[src/rtl/sram_port_arbiter_pkg.sv]
// sram_port_arbiter_pkg: shared FSM/requester enums and width defaults for the SRAM port arbiter
package sram_port_arbiter_pkg;
  localparam int DEF_DATA_WIDTH = 32;
  localparam int DEF_ADDR_WIDTH = 4;
  typedef enum logic [1:0] {IDLE, ISSUE, WAIT, RESP} state_e;
  typedef enum logic {REQ_A, REQ_B} req_e;
endpackage

[src/rtl/rr_arb2.sv]
// rr_arb2: two-input round-robin grant with last-grant pointer (ports: clk/rst, requests, enable, grants, winner id)
module rr_arb2
  import sram_port_arbiter_pkg::*;
(
  input  logic clk_i,
  input  logic rst_ni,
  input  logic req_a_i,
  input  logic req_b_i,
  input  logic en_i,
  output logic gnt_a_o,
  output logic gnt_b_o,
  output req_e win_o
);
  req_e last_q, last_d;
  // on a tie the requester not granted last wins; reset points at B so A wins first
  assign win_o = (req_a_i && req_b_i) ? ((last_q == REQ_A) ? REQ_B : REQ_A)
                                      : (req_a_i ? REQ_A : REQ_B);
  assign gnt_a_o = en_i && req_a_i && (win_o == REQ_A);
  assign gnt_b_o = en_i && req_b_i && (win_o == REQ_B);
  assign last_d = (gnt_a_o || gnt_b_o) ? win_o : last_q;
  always_ff @(posedge clk_i or negedge rst_ni)
    if (!rst_ni) last_q <= REQ_B;
    else last_q <= last_d;
endmodule

[src/rtl/sram_port_arbiter.sv]
// sram_port_arbiter: round-robin arbiter sharing one single-port SRAM between fetch (A, read) and loader (B, read/write)
module sram_port_arbiter
  import sram_port_arbiter_pkg::*;
#(
  parameter int DATA_WIDTH = DEF_DATA_WIDTH,
  parameter int ADDR_WIDTH = DEF_ADDR_WIDTH
) (
  input  logic                  clk0,
  input  logic                  rstb0,
  input  logic                  a_valid,
  output logic                  a_ready,
  input  logic [ADDR_WIDTH-1:0] a_addr,
  output logic                  a_rvalid,
  input  logic                  a_rready,
  input  logic                  b_valid,
  output logic                  b_ready,
  input  logic                  b_we,
  input  logic [ADDR_WIDTH-1:0] b_addr,
  input  logic [DATA_WIDTH-1:0] b_wdata,
  output logic                  b_rvalid,
  input  logic                  b_rready,
  output logic [DATA_WIDTH-1:0] rdata,
  output logic                  csb0,
  output logic                  web0,
  output logic [ADDR_WIDTH-1:0] addr0,
  output logic [DATA_WIDTH-1:0] din0,
  input  logic [DATA_WIDTH-1:0] dout0
);
  state_e state_q, state_d;
  req_e gid_q, gid_d, win;
  logic wr_q, wr_d, gnt_a, gnt_b;
  logic csb0_q, csb0_d, web0_q, web0_d;
  logic [ADDR_WIDTH-1:0] addr0_q, addr0_d;
  logic [DATA_WIDTH-1:0] din0_q, din0_d, rdata_q, rdata_d;
  rr_arb2 u_arb (
    .clk_i  (clk0),
    .rst_ni (rstb0),
    .req_a_i(a_valid),
    .req_b_i(b_valid),
    .en_i   (state_q == IDLE),
    .gnt_a_o(gnt_a),
    .gnt_b_o(gnt_b),
    .win_o  (win)
  );
  assign a_ready  = gnt_a;
  assign b_ready  = gnt_b;
  assign a_rvalid = (state_q == RESP) && (gid_q == REQ_A);
  assign b_rvalid = (state_q == RESP) && (gid_q == REQ_B);
  assign rdata    = rdata_q;
  assign csb0     = csb0_q;
  assign web0     = web0_q;
  assign addr0    = addr0_q;
  assign din0     = din0_q;
  always_comb begin
    state_d = state_q;
    gid_d   = gid_q;
    wr_d    = wr_q;
    csb0_d  = csb0_q;
    web0_d  = web0_q;
    addr0_d = addr0_q;
    din0_d  = din0_q;
    rdata_d = rdata_q;
    case (state_q)
      IDLE: if (gnt_a || gnt_b) begin
        state_d = ISSUE;
        gid_d   = win;
        wr_d    = (win == REQ_B) && b_we;
        csb0_d  = 1'b0;
        web0_d  = ~wr_d;
        addr0_d = (win == REQ_B) ? b_addr : a_addr;
        din0_d  = wr_d ? b_wdata : din0_q;
      end
      ISSUE: begin
        state_d = WAIT;
        csb0_d  = 1'b1;
        web0_d  = 1'b1;
      end
      // macro drives dout0 after the falling edge following its sampling edge
      WAIT: begin
        state_d = RESP;
        rdata_d = wr_q ? rdata_q : dout0;
      end
      RESP: if ((gid_q == REQ_A) ? a_rready : b_rready) state_d = IDLE;
      default: state_d = IDLE;
    endcase
  end
  always_ff @(posedge clk0 or negedge rstb0)
    if (!rstb0) begin
      state_q <= IDLE;
      gid_q   <= REQ_A;
      wr_q    <= 1'b0;
      csb0_q  <= 1'b1;
      web0_q  <= 1'b1;
      addr0_q <= '0;
      din0_q  <= '0;
      rdata_q <= '0;
    end else begin
      state_q <= state_d;
      gid_q   <= gid_d;
      wr_q    <= wr_d;
      csb0_q  <= csb0_d;
      web0_q  <= web0_d;
      addr0_q <= addr0_d;
      din0_q  <= din0_d;
      rdata_q <= rdata_d;
    end
endmodule
[config.mk]
export PLATFORM = sky130hd
export DESIGN_NAME = sram_port_arbiter
export DESIGN_NICKNAME = d
export VERILOG_FILES = /design/src/rtl/sram_port_arbiter_pkg.sv /design/src/rtl/rr_arb2.sv /design/src/rtl/sram_port_arbiter.sv
export SDC_FILE = /design/constraint.sdc
export NUM_CORES = 1
export LEC_CHECK = 0
export CORE_MARGIN = 10
export CORE_UTILIZATION = 37
export DETAILED_ROUTE_END_ITERATION = 7
export GPL_TIMING_DRIVEN = 0
export MAX_ROUTING_LAYER = met4
export PLACE_DENSITY = 0.85
export SYNTH_ARGS = -nofsm -noshare
export SYNTH_HDL_FRONTEND = slang
export SYNTH_SLANG_ARGS = --single-unit
[constraint.sdc]
create_clock -name clk0 -period 1.5 [get_ports clk0]
set_input_delay 0.3 -clock clk0 [delete_from_list [all_inputs] [get_ports clk0]]
set_output_delay 0.3 -clock clk0 [all_outputs]
set_load 0.05 [all_outputs]
==> results of run 1 <==
-- cell usage after synthesis --
| cell type | instances |
|---|---|
| dfrtp_1 | 72 |
| mux2_2 | 36 |
| mux2_4 | 28 |
| nor2_1 | 7 |
| inv_1 | 6 |
| a31oi_1 | 5 |
| ha_1 | 5 |
| o21ai_0 | 5 |
| buf_2 | 4 |
| buf_6 | 4 |
| nand3_1 | 4 |
| a21oi_1 | 3 |
| dfstp_2 | 3 |
| clkbuf_1 | 2 |
| mux2i_1 | 2 |
| nand2_1 | 2 |
| nor2b_1 | 2 |
| o21a_1 | 2 |
| a211o_1 | 1 |
| a22oi_1 | 1 |
| and2_1 | 1 |
| buf_4 | 1 |
| mux2_1 | 1 |
| nor2b_4 | 1 |
| nor3_1 | 1 |
| o2111ai_4 | 1 |
| o2bb2ai_1 | 1 |
| or2b_1 | 1 |
-- per-stage QoR --
| step | cell area (um^2) | setup TNS, ps | utilization, % | worst slack, ps | std cells |
|---|---|---|---|---|---|
| finish | 5800 | -10600 | 70.5 | -222 | 508 |
| global route | 5800 | -14160 | 70.5 | -293 | 508 |
| CTS | 5500 | -15180 | 66.9 | -289 | 496 |
| detailed placement | 4830 | -17170 | 58.8 | -678 | 458 |
| global placement | 4810 | -193660 | 58.5 | -2430 | 457 |
| floorplan | 3180 | -1960 | - | -71.1 | 202 |
-- placed cells by master, fill, tap and decap left out, types with 5 or more instances in the layout --
cell type,count
clkdlybuf4s15_2,67
buf_4,20
clkdlybuf4s50_1,75
clkbuf_8,11
buf_8,9
nor2_1,7
mux2_4,61
buf_16,5
a31oi_1,5
buf_6,12
dfrtp_1,72
-- registers in the layout, summed over array words and instances (netlist names), 2 cells and up --
signal,cells
rdata,32
din0,32
addr0,4
state_q,2
-- timing repair --
action	4_1_cts	5_1_grt
hold buffers	1	0
setup endpoints to repair	146	76
cloned	4	2
gates resized for setup	272	56
setup buffers	18	14
pin swaps	4	5
endpoints found under the hold margin	11	0
-- layer usage --
metal,share of wire (%),vias up
li1,-,1097
met1,42,1184
met2,51,100
met3,6.4,9
met4,0.86,0
met5,0,-
-- how the worst max path moves through the flow --
| stage | start | end | slack (ps) |
|---|---|---|---|
| 2_1_floorplan | u_arb.last_q$_DFFE_PN1P_ | din0[10]$_DFFE_PN0P_ | -70 |
| 3_3_place_gp | rstb0 | din0[18]$_DFFE_PN0P_ | -2430 |
| 3_5_place_dp | state_q[1]$_DFFE_PN0P_ | a_ready | -680 |
| 4_1_cts | state_q[0]$_DFFE_PN0P_ | a_ready | -290 |
| 5_1_grt | state_q[0]$_DFFE_PN0P_ | b_ready | -290 |
| 6_report | state_q[0]$_DFFE_PN0P_ | b_ready | -220 |
-- cell families after synthesis --
kind of cell,count (synthesis),synth area share [%]
mux,67,27.3
buf+inv,17,3.27
flops,75,59.9
simple gates,19,3.15
fa+ha+maj,5,1.99
compound gates,19,4.38
-- where the power goes --
group	switching, mW	internal, mW	total [mW]
sequential	0.640	3.09	3.73
clock	0.735	0.851	1.59
combinational	5.45	4.33	9.78
-- area by class of cell --
class,instances,area (um^2),share of cell area [%]
clock inverters,4,48.8,0.842
repair buffers,190,2110,36.4
plain buffers,7,90.1,1.55
multi-input cells,110,1360,23.5
flip-flops and latches,75,1880,32.4
clock buffers,11,151,2.61
well taps,105,131,2.27
inverters,6,25.0,0.432
==> results.py, run 1 <==
metrics = {
    "setup_path": {
        "crit_fanout": 4,
        "worst-r2r-cell-count": 8,
        "r2r_slack_ps": -200,
        "critPathBufInv": 2,
        "critical-path-top-delay-family": "flip-flops",
        "required_ps": 1200,
        "slowest_delay_ps": 400,
        "worstPathArrival_ps": 1420,
        "path_class": "register to output pin",
        "crit_slowest_cell": "dfrtp_1",
        "regToRegEndpoint": "rdata[9]$_DFFE_PN0P_",
        "reg2reg_from": "state_q[0]$_DFFE_PN0P_",
        "cp_cell_sequence": "inv_2 -> ha_4 -> nand2_1 -> a21oi_4 -> buf_6",
        "path_depth": 5,
        "worst_setup_path_end_kind": "output pin",
        "cp-start-kind": "register",
    },
    "status": {
        "outcome": "complete, but fails checks",
        "violations": "negative setup slack",
    },
    "global_routing": {
        "use_met2_pct": 24.2,
        "grt_start_max_net_pins": 64,
        "antenna_found_initial": 0,
        "overflow": 0,
        "busiest_layer": "met2",
        "grt_usage_pct": 15.0,
        "first_global_vias": 2617,
        "use_met3_pct": 5.43,
        "grtUsageMet1_pct": 17.9,
        "grt_pass1_wl_um": 14900,
    },
    "logic_synthesis": {
        "yosysWarnings": 0,
        "synth_area_um2": 3140,
        "synth_top_cell_area_share_pct": 57.4,
        "postSynthCellCount": 202,
        "ys_top_cells_by_area": "dfrtp_1 (57%), mux2_4 (13%), mux2_2 (13%)",
        "ys_ff_latch": 75,
        "synth_nets": 286,
        "syn_area_per_cell_um2": 15.5,
        "synth_top_area_cell": "dfrtp_1",
        "yosysSeqAreaShare_pct": 59.9,
        "yosysUniqueCellTypes": 28,
    },
    "timing": {
        "worst_pin_slew_ps": 310,
        "min_period_ps": 1720,
        "skew_ps": 5.90,
        "fin_crit_sh_pct": 115,
        "setup_viol": 69,
        "clock.fmax_mhz": 581,
        "hold_violations": 0,
        "max_slew_margin_pct": 79.3,
        "slew_violations": 0,
        "whs_ps": 212,
        "rsz0062_at_grt": "yes",
        "finalWorstSetupSlack_ps": -222,
    },
    "floorplanning": {
        "design.core.area_um2": 8220,
        "ios": 153,
        "die_y_um": 112,
        "rows": 33,
        "dieArea_um2": 12600,
        "start_util_pct": 38.2,
        "die_w_um": 112,
    },
    "route": {
        "route.detailed.wl_per_inst_um": 19.6,
        "routed_wl_um": 9970,
        "dr.pass1.iters": 4,
        "drtIter0Drc": 92,
        "ant_nets": 0,
        "vias": 2390,
        "vias_per_cell": 4.70,
        "drc": 0,
    },
    "cts": {
        "clk_latency_ps": 340,
        "clk_pin_slew_ps": 80,
        "cts_buffers": 9,
        "clock_sinks": 75,
        "clockBufferDepth": 2,
        "cts_tree": "yes",
        "htreeDepth": 3,
        "root_buffer": "clkbuf_8",
    },
    "min_path": {
        "min_from": "a_valid",
        "hold_class": "input pin to register",
        "hold_end": "u_arb.last_q$_DFFE_PN1P_",
        "whs_path_depth": 2,
    },
    "cells_and_area": {
        "nets": 483,
        "num-fill-cells": 566,
        "layout-drive-gt1-share_pct": 54.3,
        "syn2layout_area_growth_pct": 84.7,
        "diodes": 0,
    },
    "placed_design": {
        "port-buffer-count": 150,
        "dp_hpwl_um": 6740,
        "gp_congestion": 0.782,
    },
    "power": {
        "ir_worst_vdd_mv": 1.37,
        "p_leak_nw": 2.66,
        "p_total_mw": 15.1,
        "power.density_nw_per_um2": 2600,
    },
    "run": {
        "drv_cap": 0,
    },
}
Power figures use the tool's default switching activity.
==> inputs of run 2 (changes only) <==
--- a/config.mk
+++ b/config.mk
@@ -9,6 +9,7 @@
 export CORE_UTILIZATION = 37
 export DETAILED_ROUTE_END_ITERATION = 7
 export GPL_TIMING_DRIVEN = 0
+export HOLD_SLACK_MARGIN = 0.03
 export MAX_ROUTING_LAYER = met4
 export PLACE_DENSITY = 0.85
 export SYNTH_ARGS = -nofsm -noshare
==> results of run 2 <==
The final DEF is identical to that of run 1; final timing and power are the same.
==> inputs of run 3 (changes only) <==
--- a/config.mk
+++ b/config.mk
@@ -12,6 +12,7 @@
 export HOLD_SLACK_MARGIN = 0.03
 export MAX_ROUTING_LAYER = met4
 export PLACE_DENSITY = 0.85
+export SETUP_SLACK_MARGIN = 0.02
 export SYNTH_ARGS = -nofsm -noshare
 export SYNTH_HDL_FRONTEND = slang
 export SYNTH_SLANG_ARGS = --single-unit
==> run 3 against run 2 <==
Net effect:
- the flow still finishes with violations (negative setup slack)
- clock-buffer cell count fell by 1
- worst hold slack better by 8.1 ps
- combinational power decreased by 3.2%
- critical path depth unchanged
- power fell by 3.6%
- clock skew increased by 4.3 ps
- sequential power about the same
- flip-flop and latch count stayed put
- non-clock buffer count down 6
- final area fell by 2.4%
- cell count shrank 0.98%
- first-iteration DRC count grew 1.1%
- critical endpoint is now b_rvalid
- largest cell class unchanged
==> results.py, run 3 (synthesis results as in run 1) <==
metrics = {
    "status": {
        "outcome": "complete, but fails checks",
        "violations": "negative setup slack",
    },
    "cts": {
        "clk_pin_slew_ps": 80,
        "clk_latency_ps": 340,
        "root_buffer": "clkbuf_8",
        "clock_sinks": 75,
        "htreeDepth": 3,
        "cts_tree": "yes",
        "clockBufferDepth": 2,
        "cts_buffers": 9,
    },
    "route": {
        "vias_per_cell": 4.67,
        "routed_wl_um": 9850,
        "drtIter0Drc": 93,
        "drc": 0,
        "vias": 2351,
        "ant_nets": 0,
        "route.detailed.wl_per_inst_um": 19.6,
        "dr.pass1.iters": 4,
    },
    "global_routing": {
        "antenna_found_initial": 0,
        "grt_usage_pct": 15.8,
        "overflow": 0,
        "use_met3_pct": 5.27,
        "grt_start_max_net_pins": 67,
        "grtUsageMet1_pct": 17.2,
        "use_met2_pct": 27.5,
        "first_global_vias": 2762,
        "grt_pass1_wl_um": 15500,
        "busiest_layer": "met2",
    },
    "setup_path": {
        "path_class": "register to output pin",
        "slowest_delay_ps": 410,
        "cp_cell_sequence": "buf_6 -> buf_6 -> ha_4 -> and2_4 -> buf_6",
        "r2r_slack_ps": -200,
        "critical-path-top-delay-family": "flip-flops",
        "path_depth": 5,
        "worst_setup_path_end_kind": "output pin",
        "reg2reg_from": "state_q[1]$_DFFE_PN0P_",
        "required_ps": 1200,
        "cpMostUsedCell": "buf_6",
        "crit_slowest_cell": "dfrtp_1",
        "crit_fanout": 3,
        "regToRegEndpoint": "din0[6]$_DFFE_PN0P_",
        "critPathBufInv": 3,
        "worstPathArrival_ps": 1430,
        "worst-r2r-cell-count": 7,
        "cp-start-kind": "register",
    },
    "power": {
        "p_leak_nw": 2.56,
        "ir_worst_vdd_mv": 1.22,
        "power.density_nw_per_um2": 2570,
    },
    "timing": {
        "hold_violations": 0,
        "tns_ps": -10850,
        "max_slew_margin_pct": 76.8,
        "worst_pin_slew_ps": 348,
        "fin_crit_sh_pct": 115,
        "rsz0062_at_grt": "yes",
        "setup_viol": 72,
        "skew_ps": 10.2,
        "finalWorstSetupSlack_ps": -230,
        "min_period_ps": 1730,
        "slew_violations": 0,
        "clock.fmax_mhz": 578,
        "whs_ps": 221,
    },
    "floorplanning": {
        "dieArea_um2": 12600,
        "die_y_um": 112,
        "start_util_pct": 38.2,
        "rows": 33,
        "design.core.area_um2": 8220,
        "ios": 153,
        "die_w_um": 112,
    },
    "placed_design": {
        "gp_congestion": 0.729,
        "dp_hpwl_um": 6980,
        "port-buffer-count": 150,
    },
    "cells_and_area": {
        "layout-drive-gt1-share_pct": 53.5,
        "syn2layout_area_growth_pct": 80.2,
        "layout_commonest_cell": "clkdlybuf4s50_1",
        "num-fill-cells": 563,
        "diodes": 0,
        "mostFrequentLayoutCells": "clkdlybuf4s50_1 (75), dfrtp_1 (72), clkdlybuf4s15_2 (68), mux2_4 (50), buf_4 (19)",
        "nets": 477,
    },
    "min_path": {
        "whs_path_depth": 2,
        "min_from": "a_valid",
        "hold_end": "u_arb.last_q$_DFFE_PN1P_",
        "hold_class": "input pin to register",
    },
    "run": {
        "drv_cap": 0,
    },
}
==> run 3: cell count changes in the layout (fill, tap and decap cells not counted), sizes merged, moves of 2 or more <==
cell,before,now
buf,51,47
clkbuf,14,10
clkinv,2,4
clkinvlp,0,2
==> run 3: power breakdown <==
part	switching [mW]	leakage, nW	internal [mW]
combinational	5.39	1.59	4.08
clock	0.764	0.0822	0.601
sequential	0.628	0.888	3.09
total	6.78	2.56	7.77
==> run 3: layout make-up <==
cell class / count / area [um^2] / share of cell area [%]
repair buffers: 182 / 1970 / 34.9
flip-flops and latches: 75 / 1880 / 33.3
multi-input cells: 110 / 1330 / 23.5
plain buffers: 9 / 145 / 2.57
well taps: 105 / 131 / 2.32
clock buffers: 10 / 128 / 2.26
clock inverters: 6 / 42.5 / 0.752
inverters: 6 / 25.0 / 0.442
==> run 3: how the worst max path moves through the flow <==
stage	slack (ps)	end	from
2_1_floorplan	-70	din0[10]$_DFFE_PN0P_	u_arb.last_q$_DFFE_PN1P_
3_3_place_gp	-2460	din0[25]$_DFFE_PN0P_	rstb0
3_5_place_dp	-700	a_ready	state_q[1]$_DFFE_PN0P_
4_1_cts	-290	a_ready	state_q[0]$_DFFE_PN0P_
5_1_grt	-290	a_ready	state_q[1]$_DFFE_PN0P_
6_report	-230	b_rvalid	state_q[1]$_DFFE_PN0P_
==> run 3: timing repair <==
item	4_1_cts	5_1_grt
hold endpoints to repair	9	0
hold buffers	1	0
cloned	4	1
gates resized for setup	273	13
pin swaps	4	5
setup endpoints to repair	146	76
setup buffers	19	7
==> run 3: worst register-to-register path: cells and delay by family, from the launching register on <==
| family | cells | cell delay [ps] |
|---|---|---|
| buf+inv | 4 | 560 |
| fa+ha+maj | 1 | 200 |
| flops | 1 | 410 |
| compound gates | 1 | 130 |
| mux | 1 | 300 |
==> run 3: through the flow <==
step	cells	setup slack (ps)	total power [mW]	utilization (%)	cell area (um^2)
global route	503	-286	15.2	68.8	5660
detailed placement	458	-704	12.4	60.1	4940
finish	503	-230	14.6	68.8	5660
floorplan	202	-71.1	9.54	-	3280
global placement	457	-2460	12.2	59.8	4920
CTS	498	-293	14.4	68.0	5590
==> run 3: layer usage <==
layer,up-vias,wire (um)
met5,-,0
met4,0,65
met3,7,566
met2,84,5250
met1,1167,3960
li1,1093,-
